## config.mk

```make
export PLATFORM = sky130hd
export DESIGN_NAME = pc_gen_flat
export DESIGN_NICKNAME = d
export VERILOG_FILES = /design/src/rtl/pc_gen_pkg.sv /design/src/rtl/pc_gen_if.sv /design/src/rtl/pc_target_calc.sv /design/src/rtl/pc_gen.sv /design/src/flat_wrapper.sv
export SDC_FILE = /design/constraint.sdc
export NUM_CORES = 1
export LEC_CHECK = 0
export ABC_AREA = 1
export BUFFER_PORTS_ARGS = -buffer_cell sky130_fd_sc_hd__buf_2
export CAP_MARGIN = 0
export CORE_MARGIN = 5
export CORE_UTILIZATION = 25
export DETAILED_ROUTE_END_ITERATION = 10
export PLACE_DENSITY = 0.5
export SYNTH_ARGS = -nofsm -noshare
export SYNTH_HDL_FRONTEND = slang
export SYNTH_SLANG_ARGS = --single-unit
```

## constraint.sdc

```tcl
create_clock -name clk -period 2.4 [get_ports clk]
set_input_delay 0.36 -clock clk [delete_from_list [all_inputs] [get_ports clk]]
set_output_delay 0.36 -clock clk [all_outputs]
set_load 0.05 [all_outputs]
```

## src/rtl/pc_gen_pkg.sv

```systemverilog
// Shared types and elaboration helpers for the program-counter generator.
// Used by pc_gen and pc_target_calc.
package pc_gen_pkg;

    typedef enum logic [1:0] {
        BOOT  = 2'd0,
        RUN   = 2'd1,
        HALT  = 2'd2,
        FAULT = 2'd3
    } pc_state_e;

    localparam int DEFAULT_IALIGN = 4;
    localparam int ALIGN_BITS     = $clog2(DEFAULT_IALIGN);

    function automatic bit ialign_legal(input int ialign);
        return (ialign == 2) || (ialign == 4);
    endfunction

    function automatic int align_bits(input int ialign);
        return $clog2(ialign);
    endfunction

endpackage

```

## src/rtl/pc_gen_if.sv

```systemverilog
// Fetch-side handshake between the PC generator (master) and the fetch stage (slave).
interface pc_gen_if #(
    parameter int XLEN = 32
);
    logic            pc_valid;
    logic            fetch_ready;
    logic [XLEN-1:0] pc;
    logic [XLEN-1:0] pc_next;

    modport master (output pc_valid, output pc, output pc_next, input fetch_ready);
    modport slave  (input pc_valid, input pc, input pc_next, output fetch_ready);
endinterface

```

## src/rtl/pc_target_calc.sv

```systemverilog
// Combinational branch-target adder with alignment check.
module pc_target_calc
    import pc_gen_pkg::*;
#(
    parameter int XLEN    = 32,
    parameter int ALIGN_W = ALIGN_BITS
) (
    input  logic            is_relative,
    input  logic [XLEN-1:0] base,
    input  logic [XLEN-1:0] addr,
    output logic [XLEN-1:0] target,
    output logic            misaligned
);

    always_comb begin
        target     = is_relative ? (base + addr) : addr;
        misaligned = |target[ALIGN_W-1:0];
    end

endmodule

```

## src/rtl/pc_gen.sv

```systemverilog
// Program-counter generator: fetch handshake, branch/trap redirects,
// debug halt/resume and misaligned-branch fault capture.
module pc_gen
    import pc_gen_pkg::*;
#(
    parameter int              XLEN         = 32,
    parameter logic [XLEN-1:0] RESET_VECTOR = '0,
    parameter int              IALIGN       = DEFAULT_IALIGN
) (
    input  logic            clk,
    input  logic            rst,
    input  logic            en,
    pc_gen_if.master        fetch,
    input  logic            branch_enable,
    input  logic            branch_is_relative,
    input  logic [XLEN-1:0] branch_base,
    input  logic [XLEN-1:0] branch_addr,
    input  logic            trap_enable,
    input  logic [XLEN-1:0] trap_vector,
    input  logic            halt_req,
    input  logic            resume_req,
    output logic            misaligned_fault,
    output logic [XLEN-1:0] fault_addr
);

    localparam int              AW   = align_bits(IALIGN);
    localparam logic [XLEN-1:0] STEP = XLEN'(IALIGN);

    generate
        if (!ialign_legal(IALIGN)) begin : g_ialign_check
            $error("pc_gen: IALIGN must be 2 or 4");
        end
    endgenerate

    pc_state_e       state_q, state_d;
    logic [XLEN-1:0] pc_q, pc_d;
    logic            fault_q, fault_d;
    logic [XLEN-1:0] fault_addr_q, fault_addr_d;

    logic [XLEN-1:0] br_target;
    logic            br_misaligned;
    logic [XLEN-1:0] trap_target;
    logic [XLEN-1:0] seq_pc;

    pc_target_calc #(
        .XLEN    (XLEN),
        .ALIGN_W (AW)
    ) u_target (
        .is_relative (branch_is_relative),
        .base        (branch_base),
        .addr        (branch_addr),
        .target      (br_target),
        .misaligned  (br_misaligned)
    );

    // Trap vectors are trusted: just clear the sub-alignment bits.
    assign trap_target = {trap_vector[XLEN-1:AW], {AW{1'b0}}};
    assign seq_pc      = pc_q + STEP;

    always_ff @(posedge clk or posedge rst) begin
        if (rst) begin
            state_q      <= BOOT;
            pc_q         <= RESET_VECTOR;
            fault_q      <= 1'b0;
            fault_addr_q <= '0;
        end else begin
            state_q      <= state_d;
            pc_q         <= pc_d;
            fault_q      <= fault_d;
            fault_addr_q <= fault_addr_d;
        end
    end

    always_comb begin
        state_d      = state_q;
        pc_d         = pc_q;
        fault_d      = fault_q;
        fault_addr_d = fault_addr_q;
        if (en) begin
            fault_d = 1'b0;
            case (state_q)
                BOOT: state_d = RUN;
                RUN: begin
                    if (trap_enable) begin
                        pc_d = trap_target;
                        if (halt_req) state_d = HALT;
                    end else if (branch_enable) begin
                        if (br_misaligned) begin
                            fault_d      = 1'b1;
                            fault_addr_d = br_target;
                            state_d      = FAULT;
                        end else begin
                            pc_d = br_target;
                            if (halt_req) state_d = HALT;
                        end
                    end else begin
                        // An address accepted on the halting edge is consumed, so still advance.
                        if (fetch.fetch_ready) pc_d = seq_pc;
                        if (halt_req) state_d = HALT;
                    end
                end
                HALT: begin
                    if (trap_enable) pc_d = trap_target;
                    if (resume_req && !halt_req) state_d = RUN;
                end
                FAULT: begin
                    if (trap_enable) begin
                        pc_d    = trap_target;
                        state_d = RUN;
                    end
                end
                default: state_d = BOOT;
            endcase
        end
    end

    assign fetch.pc         = pc_q;
    assign fetch.pc_valid   = (state_q == RUN);
    assign fetch.pc_next    = seq_pc;
    assign misaligned_fault = fault_q;
    assign fault_addr       = fault_addr_q;

endmodule

```

## src/flat_wrapper.sv

```systemverilog
// flat-port wrapper written by rule: the top's interface ports become plain ports
module pc_gen_flat import pc_gen_pkg::*;
#(
    parameter int              XLEN         = 32,
    parameter logic [XLEN-1:0] RESET_VECTOR = '0,
    parameter int              IALIGN       = DEFAULT_IALIGN
)
  (clk, rst, en, branch_enable, branch_is_relative, branch_base, branch_addr, trap_enable, trap_vector, halt_req, resume_req, misaligned_fault, fault_addr, fetch_pc_valid, fetch_pc, fetch_pc_next, fetch_fetch_ready);
  pc_gen_if #(.XLEN(XLEN)) fetch_i ();
  input  logic clk;
  input  logic rst;
  input  logic en;
  input  logic branch_enable;
  input  logic branch_is_relative;
  input  logic [XLEN-1:0] branch_base;
  input  logic [XLEN-1:0] branch_addr;
  input  logic trap_enable;
  input  logic [XLEN-1:0] trap_vector;
  input  logic halt_req;
  input  logic resume_req;
  output logic misaligned_fault;
  output logic [XLEN-1:0] fault_addr;
  output wire logic [$bits(fetch_i.pc_valid)-1:0] fetch_pc_valid;
  output wire logic [$bits(fetch_i.pc)-1:0] fetch_pc;
  output wire logic [$bits(fetch_i.pc_next)-1:0] fetch_pc_next;
  input wire logic [$bits(fetch_i.fetch_ready)-1:0] fetch_fetch_ready;
  assign fetch_pc_valid = fetch_i.pc_valid;
  assign fetch_pc = fetch_i.pc;
  assign fetch_pc_next = fetch_i.pc_next;
  assign fetch_i.fetch_ready = fetch_fetch_ready;
  pc_gen #(.XLEN(XLEN), .RESET_VECTOR(RESET_VECTOR), .IALIGN(IALIGN)) u_core (.clk(clk), .rst(rst), .en(en), .fetch(fetch_i), .branch_enable(branch_enable), .branch_is_relative(branch_is_relative), .branch_base(branch_base), .branch_addr(branch_addr), .trap_enable(trap_enable), .trap_vector(trap_vector), .halt_req(halt_req), .resume_req(resume_req), .misaligned_fault(misaligned_fault), .fault_addr(fault_addr));
endmodule
```

==> flow_metrics.env, run 1 <==
export IMPL_grt_first_pass_wirelength_um=38800
export IMPL_synthMuxAreaShare_pct=0.314
export IMPL_synthSimpleGateAreaFrac_pct=38.7
export IMPL_rsz0062_at_grt="true"
export IMPL_drive_above_1_share_pct=29.2
export IMPL_max_cap_viol_count=0
export IMPL_synthCells=1022
export IMPL_crit_chain="nand2_2 -> nor2_2 -> nand2_1 -> nor3_1 -> xor2_1 -> clkbuf_4"
export IMPL_crit_fanout=5
export IMPL_postRouteAntennaNets=0
export IMPL_portBuffers=200
export IMPL_r2r_start="u_core.fetch.pc[3]"
export IMPL_synthDominantCellAreaShare_pct=26.3
export IMPL_cp_slowest_cell="dfrtp_2"
export IMPL_synth_edf_count=0
export IMPL_hold_path_depth=3
export IMPL_rows=58
export IMPL_cp_depth=6
export IMPL_h_tree_depth=3
export IMPL_slew_viol_final=0
export IMPL_cp_required_ps=2040
export IMPL_yosysWarnings=0
export IMPL_finalCritPeriodShare_pct=98.2
export IMPL_ys_async_sr_fraction_pct=100
export IMPL_syn_avg_cell_area_sq_um=6.25
export IMPL_clock_sinks=67
export IMPL_hold_start="branch_addr[19]"
export IMPL_final_cells=1602
export IMPL_clkLatencyLatePin_ps=330
export IMPL_maxSlewHeadroom_pct=60.1
export IMPL_viasPerCell=4.56
export IMPL_criticalPathCategory="reg2out"
export IMPL_synth_area_leaders="dfrtp_1, nand2_1, inv_1"
export IMPL_grt_max_degree=65
export IMPL_period_needed_ps=2360
export IMPL_layout_commonest_cell="nand2_1"
export IMPL_max_freq_ghz=0.424
export IMPL_min_path_type="in2reg"
export IMPL_die_area_sq_um=28800
export IMPL_drcViolationCount=0
export IMPL_start_util_pct=25.4
export IMPL_dr_pass1_iters=5
export IMPL_min_to="u_core.fault_addr[19]"
export IMPL_outcome="complete, no violations"
export IMPL_fp_coreArea_sq_um=25200
export IMPL_die_x_um=170
export IMPL_synthAdderAreaFrac_pct=6.58
export IMPL_synth_area_sq_um=6380
export IMPL_antenna_cells=0
export IMPL_fin_util_pct=35.2
export IMPL_clockBufferDepth=2
export IMPL_worst_pin_slew_ps=592
export IMPL_cts_root_buf="clkbuf_16"
export IMPL_p_leak_nw=4.78
export IMPL_dr_total_vias=7311
export IMPL_ys_dominant_reg_cell="dfrtp_1"
export IMPL_gp_congestion=0.911
export IMPL_seq_area_sq_um=1690
export IMPL_synth_top_area_cell="dfrtp_1"
export IMPL_overflow=0
export IMPL_arrival_ps=2000
export IMPL_cts_tree="built"
export IMPL_path_delay_family="simple AND/OR/NAND/NOR gates"
export IMPL_hold_violations=0
export IMPL_whs_ps=320
export IMPL_antenna_found_initial=0
export IMPL_power_density_nw_per_um2=1220
export IMPL_io_pins=203
export IMPL_reg2reg_to="u_core.fetch.pc[18]"
export IMPL_drt_iter0_markers=397
export IMPL_cpPeakStageDelay_ps=430
export IMPL_fin_area_sq_um=8860
export IMPL_final_nets=1405
export IMPL_cp_start_kind="flop"
export IMPL_synth_cell_type_count=44
export IMPL_ys_seq_area_share_pct=26.3
export IMPL_first_global_vias=7022
export IMPL_n_fill_cell=2760
export IMPL_placed_area_sq_um=8160
export IMPL_multi_input_area_sq_um=4350
export IMPL_skew_ps=8.67
export IMPL_grt_use_total_pct=17.1
export IMPL_hpwl_um=21400
export IMPL_clk_pin_slew_ps=60
export IMPL_synth_top_family_by_area="simple AND/OR/NAND/NOR gates"
export IMPL_setup_viol=0
export IMPL_wire_per_inst_um=16.0
export IMPL_synth_compound_gate_area_share_pct=12.6
export IMPL_synth_xor_area_share_pct=5.60
export IMPL_vdd_drop_max_v=0.000927
export IMPL_final_cell_mix="nand2_1, buf_2, inv_1"
export IMPL_synth_nets=1160
export IMPL_syn_to_final_growth_pct=38.7
export IMPL_die_height_um=170
export IMPL_drt_wl_total_um=25600
export IMPL_end_kind="output port"
export IMPL_cts_made_buffers=9
export IMPL_synth_seq_cells=67
export IMPL_place_inst=1566
export IMPL_path_buf_inv=1
export IMPL_regToRegSetupSlack_ps=420
export IMPL_rr_worst_depth=14
## timing repair
item	in CTS	in global routing
resized for setup	25	52
pin swaps	0	16
endpoints found under the setup margin	15	16
hold buffers	1	0
buffers inserted	1	18
hold endpoints to repair	8	0
## through the flow
| stage | setup slack [ps] | power, mW | setup TNS (ps) |
|---|---|---|---|
| after CTS | -74.9 | 10.4 | -178 |
| final | 43.8 | 10.8 | 0 |
| after global routing | -37.2 | 11.4 | -102 |
| after floorplan | -105 | 7.00 | -330 |
| after detailed placement | -60.3 | 8.97 | -140 |
| after global placement | -6.06 | 8.95 | -11.5 |
## worst max-delay path by stage
stage,start,to
after global routing,u_core.fetch.pc[20],fetch_pc_next[28]
after detailed placement,branch_base[0],u_core.fetch.pc[19]
final,u_core.fetch.pc[8],fetch_pc_next[15]
after floorplan,u_core.fetch.pc[18],u_core.fetch.pc[19]
after CTS,u_core.fetch.pc[2],fetch_pc_next[28]
after global placement,branch_addr[0],u_core.fetch.pc[12]
## cell type report
| type | count | area share, % |
|---|---|---|
| Inverter | 134 | 5.71 |
| Tap cell | 330 | 4.66 |
| Sequential cell | 67 | 19.1 |
| Timing Repair Buffer | 263 | 18.1 |
| Multi-Input combinational cell | 792 | 49.1 |
| Clock inverter | 7 | 0.777 |
| Clock buffer | 9 | 2.54 |
## state kept, by name, summed over array words and instances, names as in the netlist
signal                   count
u_core.fault_addr           32
u_core.fetch.pc             32
u_core.misaligned_fault      1
u_core.state_q               2
## cell families after synthesis
logic type,Yosys count
AND/OR/NAND/NOR,580
buffers and inverters,163
AO/OA/AOI/OAI,137
flip-flops,67
XOR/XNOR,40
adder cells (fa/ha/maj),33
multiplexers,2
## worst min-delay path: stages
cell,delay (ps)
buf_2,110
o211ai_1,80
nand2_1,60
## synth_stat cells, types with 5 or more instances
cell      number
a21oi_1       60
xnor2_1       17
clkbuf_1      19
nand2_1      344
xor2_1        22
nand4_1       14
a221oi_1       7
or2_2         15
dfrtp_1       67
inv_1        126
inv_2          8
o211ai_1      11
o21ai_0       32
a22oi_1        5
ha_1          32
nand3_1       78
o21bai_1      10
nor2_1        97
nor3_1         9
buf_4          5
## metal layers
metal | part of all wire [%] | routed length [um] | global-route usage [%]
met1 | 47 | 12000 | 24.1
met2 | 46 | 11800 | 28.4
met3 | 5.8 | 1480 | 2.21
met4 | 1.2 | 310 | 3.43
met5 | 0 | 0 | 0
## power by group
part | switching (mW) | internal, mW | total (mW) | leakage, nW
Sequential | 0.531 | 1.68 | 2.21 | 0.792
Combinational | 5.24 | 2.00 | 7.24 | 3.85
Clock | 0.527 | 0.801 | 1.33 | 0.141
Total | 6.30 | 4.47 | 10.8 | 4.78
Note: power is estimated with default switching activity, not from simulation.
==> run 2: changes to the inputs <==
- CORE_ASPECT_RATIO: not set -> 0.9
- CORE_UTILIZATION: 25 -> 35
- PLACE_DENSITY: 0.5 -> 0.63
==> flow_metrics.env, run 2 (synthesis results as in run 1) <==
export IMPL_outcome="complete, but fails checks"
export IMPL_violations="negative setup slack"
export IMPL_io_pins=203
export IMPL_crit_chain="ha_4 -> nand3_4 -> nor2_4 -> nand2_4 -> nor2_4 -> nand2_4 -> nor2_8 -> nand2_2 -> xor2_2 -> buf_6"
export IMPL_end_kind="output port"
export IMPL_setup_viol=1
export IMPL_p_leak_nw=4.71
export IMPL_cts_tree="built"
export IMPL_max_freq_ghz=0.416
export IMPL_period_needed_ps=2410
export IMPL_final_nets=1391
export IMPL_finalWorstSetupSlack_ps=-5.91
export IMPL_overflow=0
export IMPL_hold_violations=0
export IMPL_rr_worst_depth=14
export IMPL_fp_coreArea_sq_um=17800
export IMPL_viasPerCell=4.94
export IMPL_rows=46
export IMPL_cp_start_kind="flop"
export IMPL_whs_ps=102
export IMPL_drcViolationCount=0
export IMPL_antenna_found_initial=1
export IMPL_drive_above_1_share_pct=27.8
export IMPL_dr_pass1_iters=5
export IMPL_die_height_um=138
export IMPL_h_tree_depth=3
export IMPL_layout_commonest_cell="nand2_1"
export IMPL_rsz0062_at_grt="true"
export IMPL_portBuffers=200
export IMPL_cts_made_buffers=9
export IMPL_dr_total_vias=7404
export IMPL_start_util_pct=35.9
export IMPL_finalCritPeriodShare_pct=100
export IMPL_min_path_type="in2async"
export IMPL_grt_max_degree=68
export IMPL_maxSlewHeadroom_pct=61.6
export IMPL_cpPeakStageDelay_ps=380
export IMPL_power_mw=10.9
export IMPL_slew_viol_final=0
export IMPL_criticalPathCategory="reg2out"
export IMPL_cp_slowest_cell="dfrtp_2"
export IMPL_arrival_ps=2050
export IMPL_clkLatencyLatePin_ps=330
export IMPL_clock_sinks=67
export IMPL_reg2reg_to="u_core.fetch.pc[18]"
export IMPL_syn_to_final_growth_pct=35.6
export IMPL_hpwl_um=19300
export IMPL_crit_fanout=4
export IMPL_clockBufferDepth=2
export IMPL_die_area_sq_um=21000
export IMPL_die_x_um=152
export IMPL_clk_pin_slew_ps=60
export IMPL_final_cell_mix="nand2_1, buf_2, inv_1"
export IMPL_grt_first_pass_wirelength_um=36900
export IMPL_r2r_start="u_core.fetch.pc[3]"
export IMPL_first_global_vias=6916
export IMPL_regToRegSetupSlack_ps=350
export IMPL_cp_required_ps=2040
export IMPL_cts_root_buf="clkbuf_16"
export IMPL_drt_iter0_markers=470
export IMPL_worst_pin_slew_ps=569
export IMPL_grt_use_total_pct=21.5
export IMPL_wire_per_inst_um=15.9
export IMPL_place_worst_setup_slack_ps=-126
export IMPL_power_density_nw_per_um2=1260
export IMPL_drt_wl_total_um=23900
export IMPL_postRouteAntennaNets=0
export IMPL_vdd_drop_max_v=0.000555
export IMPL_gp_congestion=0.907
export IMPL_skew_ps=8.96
export IMPL_ctsHoldBuffers=0
export IMPL_max_cap_viol_count=0
[run 2: critical path: cells and delay by family (launching register included)]
family                   cells  cell delay [ps]
XOR/XNOR                     1              200
adder cells (fa/ha/maj)      1              160
buffers and inverters        1              190
flip-flops                   1              380
AND/OR/NAND/NOR              7              790
[run 2: metal layers]
metal | global-route usage [%] | wire length, um | vias up
met3 | 4.31 | 1660 | 15
met4 | 3.74 | 213 | 0
met2 | 34.3 | 10800 | 242
li1 | - | - | 3734
met5 | 0 | 0 | -
met1 | 30.8 | 11200 | 3413
[run 2: power breakdown]
part | switching, mW | internal (mW)
Clock | 0.509 | 1.12
Combinational | 5.16 | 1.93
Sequential | 0.520 | 1.67
Total | 6.19 | 4.73
[run 2: area by class of cell]
| cell class | instances | area [sq um] |
|---|---|---|
| fillers | 1861 | 9130 |
| multi-input cells | 792 | 4300 |
| flip-flops and latches | 67 | 1690 |
| repair buffers | 249 | 1490 |
| inverters | 134 | 503 |
| well taps | 240 | 300 |
| clock buffers | 10 | 229 |
| clock inverters | 6 | 138 |
| diodes | 1 | 2.50 |
[run 2: worst max path at each step]
stage	start	cells after the start	end	slack, ps
2_1_floorplan	u_core.fetch.pc[18]	9	u_core.fetch.pc[19]	-110
3_3_place_gp	branch_addr[0]	12	u_core.fetch.pc[12]	-80
3_5_place_dp	branch_addr[0]	12	u_core.fetch.pc[12]	-130
4_1_cts	u_core.fetch.pc[10]	8	fetch_pc_next[31]	-30
5_1_grt	u_core.fetch.pc[3]	10	fetch_pc_next[18]	-100
6_report	u_core.fetch.pc[3]	10	fetch_pc_next[18]	-6
[run 2: timing repair]
item                       CTS  global route
setup endpoints to repair   13            17
pin swaps                    0            12
setup buffers                4            15
resized for setup           20            38
[run 2: per-stage QoR]
stage / utilization (%) / instances / cell area [sq um] / setup TNS [ps]
2_1_floorplan: - / 1022 / 6500 / -330
3_3_place_gp: 44.8 / 1463 / 7960 / -82.0
3_5_place_dp: 44.8 / 1463 / 7960 / -126
4_1_cts: 47.3 / 1483 / 8410 / -32.2
5_1_grt: 48.7 / 1499 / 8660 / -294
6_report: 48.7 / 1499 / 8660 / -5.91
